## src/rtl/rat_flag_intr_unit.sv

```systemverilog
// RAT MCU flag register block: C/Z flags with interrupt shadows, the I flag,
// and the external interrupt synchroniser, edge detector and pending latch.
module rat_flag_intr_unit #(
    parameter int SYNC_STAGES = 2,
    parameter bit EDGE_TRIG   = 1'b1
) (
    input  logic CLK,
    input  logic RST,
    input  logic ALU_C,
    input  logic ALU_Z,
    input  logic FLG_C_LD,
    input  logic FLG_C_SET,
    input  logic FLG_C_CLR,
    input  logic FLG_Z_LD,
    input  logic SEI,
    input  logic CLI,
    input  logic INTR,
    input  logic INT_ACK,
    input  logic RETIE,
    input  logic RETID,
    output logic C_FLAG,
    output logic Z_FLAG,
    output logic I_FLAG,
    output logic SHAD_C,
    output logic SHAD_Z,
    output logic INT_REQ
);

    logic [SYNC_STAGES-1:0] sync;
    logic                   sync_out;
    logic                   hist;
    logic                   pending;
    logic                   set_cond;
    logic                   ret;
    // Fills with ones after reset; edge detection waits until the chain and
    // history flop hold real samples, so a line already high at reset
    // release is not mistaken for a new edge.
    logic [SYNC_STAGES:0]   vld_pipe;

    assign sync_out = sync[SYNC_STAGES-1];
    assign ret      = RETIE | RETID;
    assign set_cond = EDGE_TRIG ? (sync_out & ~hist & vld_pipe[SYNC_STAGES])
                                : sync_out;
    assign INT_REQ  = pending & I_FLAG;

    always_ff @(posedge CLK) begin
        if (RST) begin
            sync     <= '0;
            hist     <= 1'b0;
            pending  <= 1'b0;
            vld_pipe <= '0;
        end else begin
            sync     <= {sync[SYNC_STAGES-2:0], INTR};
            hist     <= sync_out;
            vld_pipe <= {vld_pipe[SYNC_STAGES-1:0], 1'b1};
            // A new request arriving with the acknowledge survives it.
            pending  <= set_cond | (pending & ~INT_ACK);
        end
    end

    always_ff @(posedge CLK) begin
        if (RST) begin
            C_FLAG <= 1'b0;
            Z_FLAG <= 1'b0;
            SHAD_C <= 1'b0;
            SHAD_Z <= 1'b0;
        end else if (INT_ACK) begin
            SHAD_C <= C_FLAG;
            SHAD_Z <= Z_FLAG;
        end else if (ret) begin
            C_FLAG <= SHAD_C;
            Z_FLAG <= SHAD_Z;
        end else begin
            if (FLG_C_CLR)      C_FLAG <= 1'b0;
            else if (FLG_C_SET) C_FLAG <= 1'b1;
            else if (FLG_C_LD)  C_FLAG <= ALU_C;
            if (FLG_Z_LD)       Z_FLAG <= ALU_Z;
        end
    end

    always_ff @(posedge CLK) begin
        if (RST)          I_FLAG <= 1'b0;
        else if (INT_ACK) I_FLAG <= 1'b0;
        else if (RETID)   I_FLAG <= 1'b0;
        else if (RETIE)   I_FLAG <= 1'b1;
        else if (CLI)     I_FLAG <= 1'b0;
        else if (SEI)     I_FLAG <= 1'b1;
    end

endmodule

```

## config.mk

```make
export PLATFORM = sky130hd
export DESIGN_NAME = rat_flag_intr_unit
export DESIGN_NICKNAME = d
export VERILOG_FILES = /design/src/rtl/rat_flag_intr_unit.sv
export SDC_FILE = /design/constraint.sdc
export NUM_CORES = 1
export LEC_CHECK = 0
export BUFFER_PORTS_ARGS = -buffer_cell sky130_fd_sc_hd__clkbuf_2
export CORE_AREA = 3 3 40 42
export CTS_BUF_LIST = sky130_fd_sc_hd__clkbuf_2 sky130_fd_sc_hd__clkbuf_4 sky130_fd_sc_hd__clkbuf_8
export CTS_CLUSTER_SIZE = 8
export DETAILED_ROUTE_END_ITERATION = 6
export DIE_AREA = 0 0 43 45
export SLEW_MARGIN = 10
export SYNTH_ARGS = -nofsm -noshare
export SYNTH_HDL_FRONTEND = slang
export SYNTH_SLANG_ARGS = --single-unit
```

## constraint.sdc

```tcl
create_clock -name CLK -period 1 [get_ports CLK]
set_clock_uncertainty 0.05 [all_clocks]
set_input_delay 0.2 -clock CLK [delete_from_list [all_inputs] [get_ports CLK]]
set_output_delay 0.2 -clock CLK [all_outputs]
set_load 0.1 [all_outputs]
```

Word-level counts from Yosys, hierarchy flattened
Cells that the tools add are included.
- mux-type cells: 10
- bitwise gates (word level): 8
- reduce and logical (&&, ||, !) cells: 6
- operators with widths (kind ; count):
    two-way mux 1 bit ; 10
    bitwise AND 1 bit ; 4
    AND reduction 2 bit ; 2
    nonzero test 4 bit ; 1
    nonzero test 3 bit ; 1
    OR reduction 3 bit ; 1
    NOT 1 bit ; 2
    OR 1 bit ; 2
    nonzero test 2 bit ; 1
- flip-flop bits (word level): 12
- bits of input ports: 14

Longest topological paths before layout
Gate-level depths: netlist of run 1.
- depth after elaboration: 4
- gate-level depth with buffers: 3
- mapped depth without buffers: 3

Worst setup path after synthesis of run 1
Ideal clock, no wire load.
- path type: reg-to-output
- start: register I_FLAG
- end: output port INT_REQ
- arrival: 1813 ps
- required time: 750 ps
- setup slack: -1063 ps
- cell stages (with the launch flop): 2
- path buffers: 0
- path through: dfxtp_1 > and2_1
- cells in the longest elaborated chain, start to end: 1
- ends and longest elaborated chain (item ; line ; RTL):
    start, declared ; 23 ; output logic I_FLAG,
    start signal, assigned ; 82 ; if (RST) I_FLAG <= 1'b0;
    start signal, assigned ; 83 ; else if (INT_ACK) I_FLAG <= 1'b0;
    start signal, assigned ; 84 ; else if (RETID) I_FLAG <= 1'b0;
    bitwise AND 1 bit ; 44 ; assign INT_REQ = pending & I_FLAG;
    end, declared ; 26 ; output logic INT_REQ
Every way passes these cells.

Final worst setup path of run 1
Ends and elaborated chain as after synthesis.

==> results of run 1 <==
## worst register-to-register path: cells and delay by family, from the launching register on
kind	cells	cell delay (ps)
AO/OA/AOI/OAI	2	420
flip-flops	1	350
buffers and inverters	1	110
## final cells by class
cell class	count	area, um^2	area share [%]
clock buffer	4	36.3	4.92
inverter	3	11.3	1.53
multi-input combinational	28	181	24.6
sequential	12	259	35.1
tap	15	18.8	2.55
timing repair buffer	25	230	31.2
## cell usage after synthesis
master	n	area, um^2
or3_1	1	6.26
o21a_1	1	7.51
nand2b_1	1	6.26
dfxtp_1	12	240
a21oi_1	3	15.0
inv_2	2	7.51
buf_4	1	7.51
nand2_1	2	7.51
a311oi_1	1	8.76
a2111oi_0	1	8.76
nand3b_1	1	7.51
o21bai_1	1	7.51
nor2_1	3	11.3
a31oi_1	1	6.26
nor2b_1	5	31.3
a21o_1	1	7.51
nand3_1	2	10.0
mux2i_1	2	20.0
inv_1	1	3.75
and2_1	1	6.26
nor3_1	1	5.00
## per-stage QoR
step | hold slack [ps] | std cells | total power [mW] | worst slack (ps)
after floorplan | 222 | 44 | 0.594 | -155
after global placement | 365 | 78 | 0.665 | -65.3
after detailed placement | 368 | 78 | 0.666 | -108
after CTS | 82.1 | 86 | 1.06 | -180
after global routing | 112 | 87 | 1.09 | -192
final | 85.6 | 87 | 1.05 | -173
## where the power goes
group / total (mW) / internal, mW / switching (mW)
Sequential: 0.497 / 0.487 / 0.0101
Clock: 0.384 / 0.221 / 0.163
Combinational: 0.173 / 0.0754 / 0.0978
## routing by layer
| metal | share of wire, % | track usage (%) | vias up | wire (um) |
|---|---|---|---|---|
| li1 | - | - | 206 | - |
| met1 | 43 | 13.8 | 195 | 451 |
| met2 | 51 | 19.5 | 14 | 530 |
| met3 | 5.2 | 3.98 | 2 | 54 |
| met4 | 1.1 | 7.23 | 0 | 11 |
| met5 | 0 | 0 | - | 0 |
## what timing repair did
| action | CTS | global route |
|---|---|---|
| setup buffers | 4 | 1 |
| endpoints found under the hold margin | 0 | 0 |
| setup endpoints to repair | 6 | 7 |
| hold buffers | 0 | 0 |
| gates resized for setup | 0 | 2 |
| pin swaps | 1 | 0 |
## worst max path at each step
stage	to	cells after the start
final	INT_REQ	2
after global routing	INT_REQ	2
after CTS	INT_REQ	2
after detailed placement	Z_FLAG$_SDFFE_PP0P_	4
after global placement	Z_FLAG$_SDFFE_PP0P_	4
after floorplan	INT_REQ	1
## logic make-up (layout without fill, tap and decap cells)
kind of cell | after synthesis | count (layout) | synth area share, %
AOI/OAI and AO/OA | 9 | 9 | 14.2
muxes | 2 | 2 | 4.64
buffers and inverters | 4 | 32 | 4.35
and+or+nand+nor | 17 | 17 | 21.2
DFF | 12 | 12 | 55.7
## flip-flops by register name (all words and copies together), names as in the netlist
name	count
C_FLAG	1
I_FLAG	1
Z_FLAG	1
hist	1
SHAD_C	1
sync	2
vld_pipe	3
SHAD_Z	1
pending	1
==> reports/results.tsv, run 1 <==
stage	metric	value	unit
global_routing	initial antenna violation count	0	
clock_network	CTS clk-pin slew, worst paths	80	ps
finish	Syn-to-layout area delta	70.7	%
sta	fin crit period	1170	ps
sta	# setup viols final	7	
sta	Slew @ Worst Pin	275	ps
finish	# diodes	0	
sta	Slew Viols, Final	0	
sta	relative slew slack	81.6	%
drt	routed len/inst	12.0	um
critical_path	crit path capture type	primary output	
floorplanning	Die X	43	um
synth	yosys warns	0	
power_and_ir_drop	Pleak	0.326	nW
finish	Layout fillers	114	
placement	PortBufs	19	
sta	unrepaired setup endpoints after global routing	yes	
run_status	violated checks	negative setup slack	
synth	Net Count, Synth	58	
sta	crit path setup slack, layout	-173	ps
sta	final period utilization	117	%
clock_network	clk root buf	clkbuf_4	
drt	DR vias/cell	4.79	
run	maximum capacitance violations	0	
placement	Final HPWL DP	716	um
drt	DR iter-0 viols	12	
critical_path	Data required, critical path	750	ps
floorplanning	core footprint	1280	um^2
run_status	status	complete, but fails checks	
critical_path	R2R setup slack	-40	ps
critical_path	CP top delay family	flip-flops	
critical_path	Buf+Inv Stages, Crit Path	1	
drt	DR pass1 iterations	4	
hold_path	Hold EP	sync[0]$_SDFF_PP0_	
finish	leading cell type in the layout, fill and taps excluded	clkbuf_2	
hold_path	Worst Hold Launch	INTR	
critical_path	Worst path max stage delay	350	ps
floorplanning	Die Y	45	um
finish	Final Instance Area	737	um^2
sta	Max Fclk	853	MHz
clock_network	Clock Sinks	12	
finish	most frequent cells in the layout	clkbuf_2 (13), dfxtp_1 (7), buf_12 (6), buf_4 (6)	
clock_network	worst-case clock buffer depth	2	
critical_path	WP data arrival	920	ps
floorplanning	Die Area	1940	um^2
drt	number of remaining DRC errors	0	
placement	GPL Wtd Cong	0.727	
global_routing	vias in the first global route	371	
floorplanning	cell row count	13	
finish	layout cells sized above 1	52.8	%
floorplanning	I/O pins	20	
critical_path	CP Class	flip-flop to primary output	
global_routing	largest net degree at the start of global routing	8	
drt	Routed WL	1050	um
sta	TNS Setup	-613	ps
clock_network	clk_lat worst skew	270	ps
power_and_ir_drop	power per standard cell area	1430	nW/um^2
critical_path	crit-path max FO	2	
finish	final net count	87	
global_routing	first-pass GRT wire length	1660	um
drt	Routed Antenna Nets	0	
finish	final core utilization	57.4	%
global_routing	GR Overflow Total	0	
synth	#FFs+latches synth	12	
critical_path	R2R depth	3	
hold_path	WHS Path Cells	2	
clock_network	H-tree depth	1	
synth	Cell variety after synth	21	
synth	syn avg cell area	9.81	um^2
critical_path	worst-path cell chain	and2_4 > buf_12	
critical_path	CP Launch Type	flip-flop	
hold_path	Min-Delay Path Class	primary input to flip-flop	
clock_network	CTS tree	yes	
synth	gate count after technology mapping	44	
power_and_ir_drop	Peak supply drop	0.670	mV
global_routing	All-Layer GR Usage	12.0	%
synth	Synth Cell Area	432	um^2
critical_path	worst r2r dst	I_FLAG$_SDFFE_PP0P_	
critical_path	Crit Reg-Reg Startpoint	I_FLAG$_SDFFE_PP0P_	
critical_path	Critical-path top delay cell	dfxtp_4	
drt	vias post-DR	417	
synth	Seq/Total Area, Yosys	55.7	%
clock_network	CTS buffer count	3	
placement	DP Area	657	um^2
sta	Final Hold Violating Endpoints	0	
floorplanning	Initial Util	33.6	%
critical_path	Setup crit start	I_FLAG$_SDFFE_PP0P_	
No activity file was read; power rests on OpenSTA's default activity.
==> run 2: changes to the inputs <==
--- a/config.mk
+++ b/config.mk
@@ -6,11 +6,15 @@
 export NUM_CORES = 1
 export LEC_CHECK = 0
 export BUFFER_PORTS_ARGS = -buffer_cell sky130_fd_sc_hd__clkbuf_2
-export CORE_AREA = 3 3 40 42
+export CAP_MARGIN = 5
+export CELL_PAD_IN_SITES_DETAIL_PLACEMENT = 1
+export CELL_PAD_IN_SITES_GLOBAL_PLACEMENT = 1
+export CORE_MARGIN = 3
+export CORE_UTILIZATION = 30
 export CTS_BUF_LIST = sky130_fd_sc_hd__clkbuf_2 sky130_fd_sc_hd__clkbuf_4 sky130_fd_sc_hd__clkbuf_8
 export CTS_CLUSTER_SIZE = 8
 export DETAILED_ROUTE_END_ITERATION = 6
-export DIE_AREA = 0 0 43 45
+export PLACE_DENSITY_LB_ADDON = 0.1
 export SLEW_MARGIN = 10
 export SYNTH_ARGS = -nofsm -noshare
 export SYNTH_HDL_FRONTEND = slang
==> reports/results.tsv, run 2 (synthesis gave the netlist of run 1 again) <==
stage	metric	value	unit	change
sta	Max Fclk	847	MHz	-0.69%
power_and_ir_drop	power per standard cell area	1440	nW/um^2	+0.51%
clock_network	clk_lat worst skew	270	ps	about the same
critical_path	crit-path max FO	3		+1
placement	PortBufs	19		unchanged
sta	final period utilization	118	%	+0.82 points
sta	Slew Viols, Final	0		unchanged
drt	DR vias/cell	4.74		-1.0%
placement	DP Area	664	um^2	+1.1%
critical_path	R2R setup slack	90	ps	+130 ps
hold_path	Min-Delay Path Class	primary input to flip-flop		
clock_network	clk root buf	clkbuf_4		
finish	layout cells sized above 1	52.1	%	-0.67 points
critical_path	CP Class	flip-flop to primary output		
finish	max reg flops	3		unchanged
drt	DR iter-0 viols	0		-12
clock_network	H-tree depth	1		unchanged
critical_path	R2R depth	4		+1
drt	routed len/inst	11.3	um	-6.5%
power_and_ir_drop	Peak supply drop	0.849	mV	+27%
global_routing	initial antenna violation count	0		unchanged
global_routing	vias in the first global route	431		+16%
critical_path	worst r2r dst	C_FLAG$_SDFFE_PP0P_		
drt	DR pass1 iterations	1		-3
sta	relative slew slack	82.9	%	+1.4 points
floorplanning	Die X	43.9	um	+2.2%
critical_path	crit path capture type	primary output		
finish	leading cell type in the layout, fill and taps excluded	clkbuf_2		
sta	hold_ws	89.9	ps	+4.24 ps
placement	GPL Wtd Cong	0.643		-11%
critical_path	Worst path max stage delay	350	ps	about the same
finish	top flop regs	vld_pipe: 3 flops, sync: 2 flops		
placement	Final HPWL DP	765	um	+6.8%
sta	# setup viols final	6		-1
critical_path	WP data arrival	930	ps	about the same
placement	placed cell count	79		+1.3%
critical_path	Data required, critical path	750	ps	about the same
global_routing	All-Layer GR Usage	12.0	%	+0.058 points
global_routing	largest net degree at the start of global routing	9		+1
global_routing	first-pass GRT wire length	1640	um	-0.85%
drt	number of remaining DRC errors	0		unchanged
clock_network	CTS buffer count	3		unchanged
clock_network	hold buffers post-CTS	0		unchanged
critical_path	Crit Reg-Reg Startpoint	C_FLAG$_SDFFE_PP0P_		
sta	crit path setup slack, layout	-181	ps	-8.15 ps
floorplanning	I/O pins	20		unchanged
critical_path	Critical-path top delay cell	dfxtp_4		
finish	most frequent cells in the layout	clkbuf_2 (13), dfxtp_1 (7), buf_12 (6)		
clock_network	CTS clk-pin slew, worst paths	80	ps	about the same
clock_network	Clock Sinks	12		unchanged
finish	Syn-to-layout area delta	69.0	%	
clock_network	CTS tree	yes		
floorplanning	Die Area	1930	um^2	-0.27%
clock_network	worst-case clock buffer depth	2		unchanged
drt	Routed WL	968	um	-7.5%
floorplanning	core footprint	1320	um^2	+2.5%
drt	vias post-DR	408		-2.2%
hold_path	WHS Path Cells	2		unchanged
floorplanning	Die Y	43.9	um	-2.4%
finish	Final Instance Area	729	um^2	-1.0%
finish	# diodes	0		unchanged
run_status	violated checks	negative setup slack		
finish	largest reg by FF count	vld_pipe		
finish	Finished Layout Cells	86		-1.1%
sta	Final Hold Violating Endpoints	0		unchanged
power_and_ir_drop	Pleak	0.321	nW	-1.7%
sta	unrepaired setup endpoints after global routing	yes		
critical_path	worst-path cell chain	and2_4 > buf_12		
run_status	status	complete, but fails checks		
floorplanning	cell row count	13		unchanged
finish	final net count	86		-1.1%
critical_path	Setup crit start	I_FLAG$_SDFFE_PP0P_		
run	maximum capacitance violations	0		unchanged
sta	Slew @ Worst Pin	254	ps	-20.2 ps
critical_path	crit path to	INT_REQ		
sta	fin crit period	1180	ps	+8.15 ps
drt	Routed Antenna Nets	0		unchanged
critical_path	CP Launch Type	flip-flop		
floorplanning	Initial Util	32.8	%	-0.83 points
global_routing	GR Overflow Total	0		unchanged
-- run 2: cell count changes in the layout (fill, tap and decap cells not counted) --
| cell | change |
|---|---|
| buf_4 | -1 |
-- run 2: repair_timing --
action                                  CTS  global route
buffers inserted                          3             0
endpoints found under the setup margin    6             7
gates cloned                              0             0
pin swaps                                 1             0
gates resized for setup                   0             2
-- run 2: power breakdown --
group	switching [mW]	total, mW	leakage, nW	internal, mW
Combinational	0.0951	0.170	0.197	0.0749
Clock	0.161	0.382	0.0210	0.221
Sequential	0.00936	0.497	0.102	0.487
-- run 2: worst max-delay path, delay by kind of cell (launching register included) --
kind                   cells  cell delay, ps
buffers and inverters      1             160
flip-flops                 1             350
AND/OR/NAND/NOR            1             140
-- run 2: per-stage QoR --
| step | worst slack [ps] | total power [mW] | utilization, % | setup TNS, ps |
|---|---|---|---|---|
| after global routing | -227 | 1.11 | 55.4 | -769 |
| after detailed placement | -88.6 | 0.669 | 50.4 | -109 |
| after global placement | -70.0 | 0.666 | 50.4 | -85.8 |
| final | -181 | 1.05 | 55.4 | -554 |
| after floorplan | -155 | 0.594 | - | -266 |
| after CTS | -197 | 1.06 | 54.9 | -637 |
-- run 2: area by class of cell --
type | instances | area [um^2]
inverter | 3 | 11.3
timing repair buffer | 24 | 223
fill | 147 | 588
clock buffer | 4 | 36.3
sequential | 12 | 259
tap | 15 | 18.8
multi-input combinational | 28 | 181
-- run 2: layer usage --
layer / GRT usage (%) / wire length [um]
met2: 20.1 / 499
met3: 3.73 / 66
met1: 12.5 / 397
met4: 9.04 / 5
met5: 0 / 0
-- run 2: worst min-delay path by stage --
stage / slack, ps / startpoint / end
final: 90 / RETID / I_FLAG$_SDFFE_PP0P_
after global routing: 90 / RETID / I_FLAG$_SDFFE_PP0P_
after CTS: 80 / RETID / I_FLAG$_SDFFE_PP0P_
after detailed placement: 380 / INTR / sync[0]$_SDFF_PP0_
after global placement: 360 / INTR / sync[0]$_SDFF_PP0_
after floorplan: 220 / RST / hist$_SDFF_PP0_
==> run 3: changes to the inputs <==
--- a/config.mk
+++ b/config.mk
@@ -10,12 +10,12 @@
 export CELL_PAD_IN_SITES_DETAIL_PLACEMENT = 1
 export CELL_PAD_IN_SITES_GLOBAL_PLACEMENT = 1
 export CORE_MARGIN = 3
-export CORE_UTILIZATION = 30
+export CORE_UTILIZATION = 33
 export CTS_BUF_LIST = sky130_fd_sc_hd__clkbuf_2 sky130_fd_sc_hd__clkbuf_4 sky130_fd_sc_hd__clkbuf_8
 export CTS_CLUSTER_SIZE = 8
 export DETAILED_ROUTE_END_ITERATION = 6
 export PLACE_DENSITY_LB_ADDON = 0.1
-export SLEW_MARGIN = 10
+export SLEW_MARGIN = 20
 export SYNTH_ARGS = -nofsm -noshare
 export SYNTH_HDL_FRONTEND = slang
 export SYNTH_SLANG_ARGS = --single-unit
==> constraint.sdc (replaced) <==
create_clock -name CLK -period 1.2 [get_ports CLK]
set_clock_uncertainty 0.05 [all_clocks]
set_input_delay 0.12 -clock CLK [delete_from_list [all_inputs] [get_ports CLK]]
set_output_delay 0.12 -clock CLK [all_outputs]
set_load 0.1 [all_outputs]
==> reports/results.tsv, run 3 (synthesis gave the netlist of run 1 again) <==
stage	metric	value	unit	change
drt	Routed WL	1110	um	+15%
clock_network	H-tree depth	1		unchanged
critical_path	worst r2r dst	I_FLAG$_SDFFE_PP0P_		
critical_path	R2R setup slack	220	ps	+130 ps
sta	Slew @ Worst Pin	316	ps	+61.2 ps
clock_network	hold buffers post-CTS	0		unchanged
global_routing	met2 GRT Util	27.4	%	+7.3 points
sta	# setup viols final	0		-6
power_and_ir_drop	Pwr Total	0.869	mW	-17%
run_status	status	completed		
global_routing	largest net degree at the start of global routing	8		-1
sta	relative slew slack	78.4	%	-4.5 points
drt	DR pass1 iterations	2		+1
drt	DR iter-0 viols	4		+4
finish	final net count	82		-4.7%
clock_network	worst-case clock buffer depth	2		unchanged
global_routing	All-Layer GR Usage	14.6	%	+2.5 points
floorplanning	Die X	42.2	um	-4.0%
floorplanning	Die Area	1780	um^2	-7.9%
placement	GPL Wtd Cong	0.683		+6.2%
clock_network	Setup Fix Bufs, Post-CTS	0		-3
finish	leading cell type in the layout, fill and taps excluded	clkbuf_2		
critical_path	CP Class	flip-flop to primary output		
critical_path	Crit Reg-Reg Startpoint	I_FLAG$_SDFFE_PP0P_		
critical_path	crit path capture type	primary output		
sta	Max Fclk	878	MHz	
finish	layout cells sized above 1	47.8	%	-4.4 points
critical_path	crit path to	INT_REQ		
global_routing	met1 usage	15.1	%	+2.6 points
placement	PortBufs	19		unchanged
drt	DR vias/cell	4.91		+3.6%
finish	max reg flops	3		unchanged
floorplanning	Initial Util	36.9	%	+4.1 points
critical_path	CP Launch Type	flip-flop		
clock_network	CTS tree	yes		
finish	most frequent cells in the layout	clkbuf_2 (13), dfxtp_1 (7), buf_12 (6), nor2b_1 (5), dfxtp_2 (4)		
finish	Syn-to-layout area delta	57.7	%	
critical_path	WP data arrival	970	ps	+40 ps
sta	fin crit period	1140	ps	
clock_network	CTS buffer count	3		unchanged
hold_path	Min-Delay Path Class	primary input to flip-flop		
sta	unrepaired setup endpoints after global routing	no		
drt	number of remaining DRC errors	0		unchanged
drt	routed len/inst	13.7	um	+22%
floorplanning	Die Y	42.2	um	-4.0%
drt	Routed Antenna Nets	0		unchanged
placement	Setup WS pre-CTS	164	ps	+253 ps
global_routing	GR Overflow Total	0		unchanged
critical_path	crit-path max FO	3		unchanged
sta	TNS Setup	0	ps	+554 ps
finish	Final Instance Area	681	um^2	-6.7%
sta	Final Hold Violating Endpoints	0		unchanged
floorplanning	cell row count	12		-1
clock_network	Clock Sinks	12		unchanged
clock_network	Resized Gates After CTS	0		unchanged
placement	Final HPWL DP	850	um	+11%
global_routing	first-pass GRT wire length	1990	um	+21%
power_and_ir_drop	power per standard cell area	1280	nW/um^2	-11%
global_routing	vias in the first global route	468		+8.6%
drt	vias post-DR	398		-2.5%
clock_network	clk root buf	clkbuf_4		
sta	final period utilization	95.0	%	
floorplanning	I/O pins	20		unchanged
global_routing	initial antenna violation count	0		unchanged
run	maximum capacitance violations	0		unchanged
clock_network	clk_lat worst skew	270	ps	about the same
global_routing	GR Util met3	3.86	%	+0.13 points
critical_path	R2R depth	2		-2
power_and_ir_drop	Peak supply drop	0.613	mV	-28%
finish	# diodes	0		unchanged
sta	crit path setup slack, layout	60.5	ps	+241 ps
global_routing	gr busiest metal	met2		
critical_path	Setup crit start	I_FLAG$_SDFFE_PP0P_		
placement	DP Area	644	um^2	-3.0%
finish	top flop regs	vld_pipe: 3 flops, sync: 2 flops		
floorplanning	core footprint	1170	um^2	-11%
clock_network	CTS clk-pin slew, worst paths	70	ps	about the same
finish	largest reg by FF count	vld_pipe		
critical_path	Data required, critical path	1030	ps	+280 ps
sta	Slew Viols, Final	0		unchanged
power_and_ir_drop	Pleak	0.297	nW	-7.4%
finish	final core utilization	58.1	%	+2.8 points
run 3: cell types whose count changed in the layout (fill, tap and decap cells not counted), sizes merged:
cell / change
buf: -4
run 3: worst min-delay path by stage:
stage                     from                 end  slack, ps  cells past startpoint
after floorplan            RST     hist$_SDFF_PP0_        140                      1
after global placement    INTR  sync[0]$_SDFF_PP0_        290                      2
after detailed placement  INTR  sync[0]$_SDFF_PP0_        290                      2
after CTS                 INTR  sync[0]$_SDFF_PP0_         20                      2
after global routing      INTR  sync[0]$_SDFF_PP0_         40                      2
final                     INTR  sync[0]$_SDFF_PP0_         30                      2
run 3: metrics by stage:
step / std cells / hold WS, ps
after CTS: 81 / 17.7
after detailed placement: 77 / 289
after global placement: 77 / 286
after global routing: 81 / 37.3
after floorplan: 44 / 142
final: 81 / 27.6
run 3: critical path, cell delays in order, from the launching register on:
cell and delay, ps:
dfxtp_4 360, and2_2 180, buf_12 160
run 3: power by group:
group / leakage [nW] / total [mW] / switching [mW] / internal [mW]
clock: 0.0210 / 0.315 / 0.131 / 0.184
sequential: 0.101 / 0.423 / 0.0101 / 0.413
combinational: 0.175 / 0.132 / 0.0764 / 0.0552
total: 0.297 / 0.869 / 0.217 / 0.652
run 3: per-layer routing:
metal | up-vias | wire, um
met5 | - | 0
met4 | 0 | 0
met2 | 11 | 614
li1 | 199 | -
met3 | 0 | 55
met1 | 188 | 442
run 3: final cells by class:
cell class                      instances  area (um^2)
Timing Repair Buffer                   20          193
Tap cell                               14         17.5
Multi-Input combinational cell         28          174
Inverter                                3         11.3
Clock buffer                            4         36.3
Fill cell                             133          490
Sequential cell                        12          249
